--- config.mk ---
export PLATFORM = sky130hd
export DESIGN_NAME = uart_fifo_tx
export DESIGN_NICKNAME = d
export VERILOG_FILES = /design/src/rtl/uart_fifo_tx.sv
export SDC_FILE = /design/constraint.sdc
export NUM_CORES = 1
export LEC_CHECK = 0
export CORE_UTILIZATION = 50
export DETAILED_ROUTE_END_ITERATION = 8
export PLACE_DENSITY = 0.74
export SYNTH_ARGS = -nofsm -noshare
export SYNTH_HDL_FRONTEND = slang
export SYNTH_SLANG_ARGS = --single-unit
--- constraint.sdc ---
create_clock -name clk -period 2 [get_ports clk]
set_clock_uncertainty 0.2 [all_clocks]
set_input_delay 0.2 -clock clk [delete_from_list [all_inputs] [get_ports clk]]
set_output_delay 0.2 -clock clk [all_outputs]
set_load 0.005 [all_outputs]
--- src/rtl/uart_fifo_tx.sv ---
// UART 8N1/8N2 transmitter that drains a byte FIFO: pops an entry, captures the
// FIFO's registered read data a cycle later and shifts it out LSB first on txd.
module uart_fifo_tx #(
   parameter int DATA_WID     = 8,
   parameter int CLKS_PER_BIT = 868,
   parameter int CNT_WID      = 10,
   parameter int STOP_BITS    = 1
) (
   input  logic                clk,
   input  logic                nrst,
   input  logic                tx_en,
   input  logic                fifo_empty,
   input  logic [DATA_WID-1:0] fifo_data,
   output logic                fifo_pop,
   output logic                txd,
   output logic                busy,
   output logic                tx_done
);

   localparam int BIT_WID = $clog2(DATA_WID + 1);

   localparam logic [CNT_WID-1:0] BAUD_LAST = CNT_WID'(CLKS_PER_BIT - 1);
   localparam logic [CNT_WID-1:0] BAUD_PEN  = CNT_WID'(CLKS_PER_BIT - 2);
   localparam logic [BIT_WID-1:0] LAST_BIT  = BIT_WID'(DATA_WID - 1);
   localparam logic [BIT_WID-1:0] LAST_STOP = BIT_WID'(STOP_BITS - 1);

   typedef enum logic [2:0] {
      IDLE,
      POP,
      LOAD,
      START,
      DATA,
      STOP
   } state_t;

   state_t              state;
   logic [CNT_WID-1:0]  baud_cnt;
   logic [BIT_WID-1:0]  bit_cnt;
   logic [DATA_WID-1:0] shreg;
   logic [DATA_WID-1:0] shreg_nxt;
   logic                bit_end;

   assign bit_end   = (baud_cnt == BAUD_LAST);
   assign shreg_nxt = shreg >> 1;

   // Every output is a register updated on the transition into the state that
   // owns it, so nothing on the output side depends combinationally on inputs.
   always_ff @(posedge clk or negedge nrst) begin
      if (!nrst) begin
         state    <= IDLE;
         baud_cnt <= '0;
         bit_cnt  <= '0;
         shreg    <= '0;
         fifo_pop <= 1'b0;
         txd      <= 1'b1;
         busy     <= 1'b0;
         tx_done  <= 1'b0;
      end else begin
         fifo_pop <= 1'b0;
         tx_done  <= 1'b0;
         case (state)
            IDLE: begin
               txd  <= 1'b1;
               busy <= 1'b0;
               if (tx_en && !fifo_empty) begin
                  state    <= POP;
                  fifo_pop <= 1'b1;
                  busy     <= 1'b1;
               end
            end

            // fifo_data becomes valid during LOAD; fifo_empty is ignored here.
            POP: begin
               state <= LOAD;
            end

            LOAD: begin
               shreg    <= fifo_data;
               baud_cnt <= '0;
               bit_cnt  <= '0;
               txd      <= 1'b0;
               state    <= START;
            end

            START: begin
               if (bit_end) begin
                  baud_cnt <= '0;
                  txd      <= shreg[0];
                  state    <= DATA;
               end else begin
                  baud_cnt <= baud_cnt + 1'b1;
               end
            end

            DATA: begin
               if (bit_end) begin
                  baud_cnt <= '0;
                  shreg    <= shreg_nxt;
                  if (bit_cnt == LAST_BIT) begin
                     bit_cnt <= '0;
                     txd     <= 1'b1;
                     state   <= STOP;
                  end else begin
                     bit_cnt <= bit_cnt + 1'b1;
                     txd     <= shreg_nxt[0];
                  end
               end else begin
                  baud_cnt <= baud_cnt + 1'b1;
               end
            end

            // bit_cnt counts stop bits here; tx_done is armed one cycle early
            // so the registered pulse lands in the final stop cycle.
            STOP: begin
               txd <= 1'b1;
               if (bit_end) begin
                  baud_cnt <= '0;
                  if (bit_cnt == LAST_STOP) begin
                     bit_cnt <= '0;
                     busy    <= 1'b0;
                     state   <= IDLE;
                  end else begin
                     bit_cnt <= bit_cnt + 1'b1;
                  end
               end else begin
                  baud_cnt <= baud_cnt + 1'b1;
                  if ((baud_cnt == BAUD_PEN) && (bit_cnt == LAST_STOP)) begin
                     tx_done <= 1'b1;
                  end
               end
            end

            default: begin
               state <= IDLE;
               txd   <= 1'b1;
               busy  <= 1'b0;
            end
         endcase
      end
   end

endmodule

==> metrics.md <==
| Metric | Value |
|---|---|
| Outcome | finished, final reports clean |
| Nets | between 200 and 250 |
| Routed WL per cell | 15.3 µm |
| HPWL Detailed | ~2.9 mm |
| Die footprint | 0.00363 mm² |
| Most frequent cells in the layout | dfrtp_1 (28), buf_4 (24), mux2_2 (16) |
| Final Hold Fails | 0 |
| Critical path origin | baud_cnt[3] |
| Starting Density | 54.3% |
| Chip width | approximately 60 µm |
| Post-Route Setup TNS | 0 ns |
| Slew Limit Fails | 0 |
| Global-route wire length before repair | 6.54 mm |
| Main synth FF type | dfrtp_1 |
| P&R area growth vs syn | 24.2% |
| Max_slew headroom | 66.4% |
| H-Tree Depth | 2 |
| Worst skew pair latency | between 0.3 and 0.4 ns |
| Worst EP required | approximately 2.0 ns |
| Worst reg-to-reg path cell count | 4 |
| Cells after Synth | 170 |
| Average vias per placed instance | ~5.8 |
| Detailed-route wire length | slightly below 4 mm |
| Clock transition at the registers of the reported paths | ~0.090 ns |
| Vias in the first global route | 1447 |
| Syn_area_per_cell | between 9 and 10 µm² |
| # port buffers | 15 |
| Vias | between 1000 and 1500 |
| Commonest non-fill, non-tap cell in the layout | dfrtp_1 |
| Worst Setup Start Kind | register |
| Area of the multi-input gates | ~910 µm² |
| WS Path Type | reg2reg |
| CP Max Fanout | 7 |
| Reg2reg start | baud_cnt[3] |
| Reg2reg setup slack | approximately 0.0088 ns |
| Reg-to-reg endpoint | shreg[1] |
| CTS tree | done |
| Total Routing Usage GR | between 20% and 30% |
| Async set-reset flop share out of synthesis | 100% |
| Reg area | slightly above 700 µm² |
| Pwr dens | 786 mW/mm² |
| Static Leak | a little over 0.9 nW |
| Placer Congestion | 0.861 |
| Pin count of the biggest net entering global routing | 14 |
| Drt pass-1 iters | 4 |
| DRC viols | 0 |
| Antenna-violating nets left | 0 |
| Die H | 60.3 µm |
| Initial antenna violation count | 0 |
| Layout cells sized above 1 | a little over a quarter |
| Peak VDD IR | approximately 0.59 mV |
| IO Count | 16 |
| Tot Pwr | approximately 1.7 mW |
| Worst slew pin tran | around 0.5 ns |
| Tcrit/Tclk final | 99.6% |
| Synthesis warning total | 0 |
| Post-Syn Area | 0.00170 mm² |
| Setup Buffers After CTS | 0 |
| TritonCTS buffer count | 5 |
| Unrepaired setup endpoints after global routing | yes |
| Max Cap Viol | 0 |
| Clk Tree Root Cell | clkbuf_4 |
| Unique masters post-synth | 52 |
| Minimum clock period | between 1.5 and 2 ns |
| Crit path DAT | ~2 ns |
| Post-synth EDFFs | 0 |
| Syn nets | between 150 and 200 |
| Core Box Area | 0.00313 mm² |
| Worst Hold Class | in2reg |
| Clock sinks | 29 |
| # setup viols final | 0 |
| Initial DRC count | between 100 and 150 |
| Gr ovfl total | 0 |
| Seq cells post-synth | 29 |
| Max Freq | between 500 and 600 MHz |
| FP Rows | 20 |
| End point of the critical path | shreg[1] |
| CTS Buffer Depth | 2 |
| CP endpoint kind | register |
| # diodes | 0 |
| FILL cells | approximately 250 |
| Register area share after synthesis | roughly 43% |
how the worst min path moves through the flow:
stage,startpoint,to,slack [ns],depth (start not counted)
global route,busy,busy,0.31,1
CTS,fifo_data[7],shreg[7],0.27,3
floorplan,nrst,baud_cnt[0],-0.30,0
finish,fifo_data[7],shreg[7],0.29,3
global placement,busy,busy,0.26,1
detailed placement,busy,busy,0.28,1
cell usage after synthesis, drive strengths merged, types with 2 or more instances:
master,number,area share (%)
nand2,13,2.9
a21o,2,0.88
a31oi,5,1.8
nor2b,2,0.74
nor4,2,0.74
nor3,4,1.2
nor2,10,2.2
mux2,16,11
nand3b,2,0.88
clkbuf,7,1.6
and2,2,0.88
inv,7,1.5
dfrtp,28,41
o211ai,2,0.88
a21oi,9,3.3
nand2b,4,1.5
buf,3,1.2
o21ai,8,2.4
nor3b,2,0.88
o21bai,2,0.88
a22o,4,2.1
ha,4,2.9
nor4b,2,1.9
nand3,6,1.8
nand4,4,1.5
flip-flops by register name, indices dropped and copies added (netlist names):
signal / flops
bit_cnt: 4
busy: 1
shreg: 8
tx_done: 1
txd: 1
fifo_pop: 1
state: 3
baud_cnt: 10
timing repair:
action	4_1_cts	5_1_grt
hold buffers	1	0
cloned	0	0
endpoints found under the hold margin	5	0
pin swaps	3	4
setup endpoints to repair	7	12
resized for setup	0	2
area by class of cell:
cell class                      count  area share, %
Timing Repair Buffer               40           16.1
Clock buffer                        7           2.61
Inverter                            7           1.25
Tap cell                           44           2.61
Multi-Input combinational cell    124           42.9
Sequential cell                    29           34.5
per-layer routing:
metal | up-vias | GRT usage [%] | wire length (µm)
met2 | 26 | 41.3 | 1940
met1 | 711 | 30.3 | 1720
li1 | 701 | - | -
met4 | 0 | 13.3 | 62
met5 | - | 0 | 0
met3 | 8 | 5.19 | 132
worst max-delay path: stages, from the launching register on:
cell and delay [ns]:
dfrtp_1 0.42, nor4b_4 0.40, nand4_1 0.20, a21oi_4 0.28, mux2_2 0.37
logic make-up after synthesis:
logic type / synth area share (%)
AO/OA/AOI/OAI: 18.6
XOR/XNOR: 1.03
adder cells (fa/ha/maj): 2.95
buffers and inverters: 4.35
flip-flops: 42.8
multiplexers: 10.6
AND/OR/NAND/NOR: 19.7
per-stage QoR:
step | instances | setup WS, ns | hold slack (ns) | instance area, µm² | util, %
CTS | 251 | 0.00539 | 0.272 | 2100 | 67.2
global placement | 243 | 0.0590 | 0.265 | 2040 | 65.1
floorplan | 170 | 0.0442 | -0.296 | 1700 | -
finish | 251 | 0.00877 | 0.291 | 2110 | 67.4
detailed placement | 243 | -0.00580 | 0.280 | 2040 | 65.1
global route | 251 | -0.0550 | 0.310 | 2110 | 67.4
power by group:
part | internal [mW] | switching (mW) | leakage (nW)
Clock | 0.166 | 0.194 | 0.0314
Sequential | 0.705 | 0.0825 | 0.361
Combinational | 0.276 | 0.235 | 0.512
Total | 1.15 | 0.511 | 0.905
(Power assumes the default switching activity.)
==> RTL change 1 (same flow settings) <==
`DATA_WID`: 8 -> 16.
--- a/src/rtl/uart_fifo_tx.sv
+++ b/src/rtl/uart_fifo_tx.sv
@@ -2,5 +2,5 @@
 // FIFO's registered read data a cycle later and shifts it out LSB first on txd.
 module uart_fifo_tx #(
-   parameter int DATA_WID     = 8,
+   parameter int DATA_WID     = 16,
    parameter int CLKS_PER_BIT = 868,
    parameter int CNT_WID      = 10,
Interface: changed (resized fifo_data); port bits go from 16 to 24. No check against the original RTL was run, so the function may have changed too.
==> RTL change 1 against the unedited design <==
Sequential share of layout area rose by 0.11 points; synthesized area rose by 28%; total power rose by 95%; worst setup slack improved by 29 ps; wire length rose by 17%; core utilization rose by 0.13 points; clock power rose by 53%; sequential cell count rose by 9; final area rose by 31%; critical path type unchanged; highest routed layer unchanged.
==> RTL change 1: results (changes against the unedited design) <==
| Metric | Value |
|---|---|
| Outcome | finished, final reports clean |
| Top cells by count, synth | dfrtp_1 (37), mux2_2 (19), nand2_1 (15), o21ai_0 (12), mux2_1 (11) |
| Biggest regs | shreg x16, baud_cnt x10, bit_cnt x5 |
| XOR/XNOR Fraction of Synth Area | 0% (-1.0 points) |
| Synth Area in Adders | 3.46% (+0.52 points) |
| Area contributors post-synth | dfrtp_1 (43%), mux2_2 (9.9%), mux2_1 (5.7%) |
| Layout cells sized above 1 | 29.7% (+3.1 points) |
| Clk slew on worst S/H paths | 70 ps (-20 ps) |
| Syn Area/Cell | 10.7 µm² (+7.4%) |
| Largest net degree at the start of global routing | 39 (+25) |
| CP delay by family, top | compound AO/OA/AOI/OAI gates |
| Port buffer count | 23 (+8) |
| Layout Nets | 271 (+22%) |
| First-pass GRT wire length | 7.63 mm (+17%) |
| Proportion of synthesized area in mux cells | 16.5% (+5.9 points) |
| GRT Util Overall | 23.2% (-1.8 points) |
| Clock Latency Late Sink | 290 ps (-40 ps) |
| Vias | 1722 (+19%) |
| Critical path origin | bit_cnt[0]$_DFFE_PN0P_ |
| Syn nets | 228 (+23%) |
| DR iter-0 viols | 71 (-35%) |
| Crit Path Max Fanout | 4 (-3) |
| Finished Core Util | 67.6% (+0.13 points) |
| Max_cap viols | 0 (unchanged) |
| Critical Path AT | 1950 ps (-50 ps) |
| Placement Setup Slack | -30.7 ps (-24.9 ps) |
| Final Cycle Share | 98.1% (-1.4 points) |
| Wire length per cell | 15.2 µm (-0.64%) |
| Maximum vdd drop | 814 µV (+38%) |
| Sequential Power | 0.00120 W (+52%) |
| Netlist cell types | 50 (-3.8%) |
| Post-synthesis compound-gate area fraction | 15.5% (-3.1 points) |
| Placed insts | 286 (+18%) |
| Worst flop-to-flop path endpoint | bit_cnt[2]$_DFFE_PN0P_ |
| Fill count | 325 (+29%) |
| Register area share after synthesis | 43.9% (+1.1 points) |
| Routability cong. | 0.822 (-4.5%) |
| Setup_tns | 0 ps (unchanged) |
| Power per standard cell area | 1170 nW/µm² (+49%) |
| P_comb | 0.00149 W (+190%) |
| Wire length on met1 | 2.12 mm (+23%) |
| Wire length on met2 | 2.10 mm (+8.2%) |
| Leakage | 1.18 nW (+31%) |
| FF-to-FF path depth | 7 (+3) |
| CTS root buffer | clkbuf_8 |
| Hold slack final | 268 ps (-22.8 ps) |
| Reg2Reg Setup Slack | 40 ps (+30 ps) |
| Final HPWL DP | 3.08 mm (+6.5%) |
| Met3 wire length | 204 µm (+55%) |
| Slew @ Worst Pin | 474 ps (-28.2 ps) |
| Area after DPL | 2590 µm² (+27%) |
| HP Class | in -> async |
| Crit-path max cell delay | 390 ps (-30 ps) |
-- RTL change 1: per-layer routing --
metal | vias up | track usage (%)
li1 | 834 | -
met5 | - | 0
met1 | 838 | 29.8
met2 | 42 | 36.0
met4 | 0 | 10.4
met3 | 8 | 7.00
-- RTL change 1: what timing repair did --
action | 4_1_cts | 5_1_grt
resized for setup | 5 | 12
pin swaps | 3 | 6
endpoints found under the setup margin | 4 | 22
gates cloned | 0 | 0
hold endpoints to repair | 37 | 0
setup buffers | 1 | 2
hold buffers | 1 | 0
-- RTL change 1: cell type report --
type | count | share of cell area [%]
clock buffer | 7 | 3.13
clock inverter | 1 | 0.181
inverter | 10 | 1.36
multi-input combinational | 142 | 42.5
sequential | 38 | 34.6
tap | 50 | 2.27
timing repair buffer | 48 | 15.9
-- RTL change 1: tightest hold or removal path, cell delays in order --
cell and delay [ps]:
dlygate4sd3_1 510, buf_2 90, buf_4 400
==> RTL change 2 (config.mk and constraints unchanged) <==
Without the edit above. Register the output `txd` once more, with the module's reset; this adds one clock of latency there. The other outputs are not delayed to match. Comments in the files are not updated.
--- a/src/rtl/uart_fifo_tx.sv
+++ b/src/rtl/uart_fifo_tx.sv
@@ -34,4 +34,6 @@
    } state_t;
 
+   logic txd_s0;
+
    state_t              state;
    logic [CNT_WID-1:0]  baud_cnt;
@@ -53,5 +55,5 @@
          shreg    <= '0;
          fifo_pop <= 1'b0;
-         txd      <= 1'b1;
+         txd_s0   <= 1'b1;
          busy     <= 1'b0;
          tx_done  <= 1'b0;
@@ -61,5 +63,5 @@
          case (state)
             IDLE: begin
-               txd  <= 1'b1;
+               txd_s0 <= 1'b1;
                busy <= 1'b0;
                if (tx_en && !fifo_empty) begin
@@ -79,5 +81,5 @@
                baud_cnt <= '0;
                bit_cnt  <= '0;
-               txd      <= 1'b0;
+               txd_s0   <= 1'b0;
                state    <= START;
             end
@@ -86,5 +88,5 @@
                if (bit_end) begin
                   baud_cnt <= '0;
-                  txd      <= shreg[0];
+                  txd_s0   <= shreg[0];
                   state    <= DATA;
                end else begin
@@ -99,9 +101,9 @@
                   if (bit_cnt == LAST_BIT) begin
                      bit_cnt <= '0;
-                     txd     <= 1'b1;
+                     txd_s0  <= 1'b1;
                      state   <= STOP;
                   end else begin
                      bit_cnt <= bit_cnt + 1'b1;
-                     txd     <= shreg_nxt[0];
+                     txd_s0  <= shreg_nxt[0];
                   end
                end else begin
@@ -113,5 +115,5 @@
             // so the registered pulse lands in the final stop cycle.
             STOP: begin
-               txd <= 1'b1;
+               txd_s0 <= 1'b1;
                if (bit_end) begin
                   baud_cnt <= '0;
@@ -133,5 +135,5 @@
             default: begin
                state <= IDLE;
-               txd   <= 1'b1;
+               txd_s0 <= 1'b1;
                busy  <= 1'b0;
             end
@@ -140,4 +142,12 @@
    end
 
+   always_ff @(posedge clk or negedge nrst) begin
+      if (!nrst) begin
+         txd <= '0;
+      end else begin
+         txd <= txd_s0;
+      end
+   end
+
 endmodule
 
Function: changed (Yosys sat finds a counterexample within 4 cycles, from zero or initial values and one cycle with nrst low).
==> RTL change 2 against the unedited design <==
Sequential cell count up 1; final area fell by 0.36%; worst setup slack improved by 49 ps; first-iteration DRC count shrank 8.3%; synthesized area is essentially flat; global-route usage shrank 2.1 points; wire length is 4.8% lower; cell count shrank 3.2%; via count decreased by 4.0%; critical path type unchanged; critical endpoint is now shreg[4]$_DFFE_PN0P_; largest cell class unchanged.
Power is not compared: it rests on default switching activity, and its combinational part moved more than twofold at a synthesized area within 25%.
==> RTL change 2: results (changes against the unedited design) <==
| Metric | Value |
|---|---|
| Outcome | finished, final reports clean |
| Met3 wire length | 111 µm (-16%) |
| Netlist cell types | 43 (-17%) |
| Global Route met3 Usage | 7.79% (+2.6 points) |
| Layout cells sized above 1 | 26.1% (-0.44 points) |
| Synth Area in Adders | 2.95% (about the same) |
| Area after DPL | 2020 µm² (-0.68%) |
| Via density | 5.71 (-0.85%) |
| Syn Inst Count | 163 (-4.1%) |
| Wire length on met1 | 1.61 mm (-6.4%) |
| Area contributors post-synth | dfrtp_1 (43%), mux2_2 (8.6%), a31oi_1 (4.1%) |
| Final HPWL DP | 2.68 mm (-7.2%) |
| Largest net degree at the start of global routing | 31 (+17) |
| HP Class | in -> async |
| Top cells by count, synth | dfrtp_1 (29), nand2_1 (14), mux2_2 (13), a31oi_1 (11), nand3_1 (10) |
| GRT Util Overall | 22.9% (-2.1 points) |
| Global Route met1 Usage | 26.9% (-3.4 points) |
| Post-synthesis compound-gate area fraction | 15.9% (-2.6 points) |
| Met2 Use GR | 39.1% (-2.2 points) |
| Proportion of synthesized area in mux cells | 10.4% (-0.21 points) |
| Routed WL | 3.67 mm (-4.8%) |
| XOR/XNOR Fraction of Synth Area | 0.516% (-0.52 points) |
| Syn nets | 179 (-3.8%) |
| Layout Nets | 216 (-3.1%) |
| DR iter-0 viols | 100 (-8.3%) |
| Vias in the first global route | 1308 (-9.6%) |
RTL change 2: area by class of cell:
type | count | area (µm²)
clock buffers | 6 | 51.3
inverters | 5 | 18.8
multi-input cells | 120 | 891
well taps | 44 | 55.1
repair buffers | 38 | 333
fillers | 253 | 1030
flip-flops and latches | 30 | 753
RTL change 2: worst paths after layout:
check	to	start	slack (ps)
setup reg to reg	shreg[4]$_DFFE_PN0P_	baud_cnt[3]$_DFFE_PN0P_	60
hold reg to reg	txd$_DFF_PN0_	txd_s0$_DFFE_PN1P_	200
min in group clk	txd$_DFF_PN0_	txd_s0$_DFFE_PN1P_	200
max in group asynchronous	txd_s0$_DFFE_PN1P_	nrst	1240
hold / removal	state[2]$_DFFE_PN0P_	nrst	40
setup / recovery	shreg[4]$_DFFE_PN0P_	baud_cnt[3]$_DFFE_PN0P_	60
RTL change 2: repair_timing:
item / in CTS / in global routing
setup buffers: 0 / 2
endpoints found under the hold margin: 0 / 0
gates resized for setup: 0 / 4
setup endpoints to repair: 0 / 14
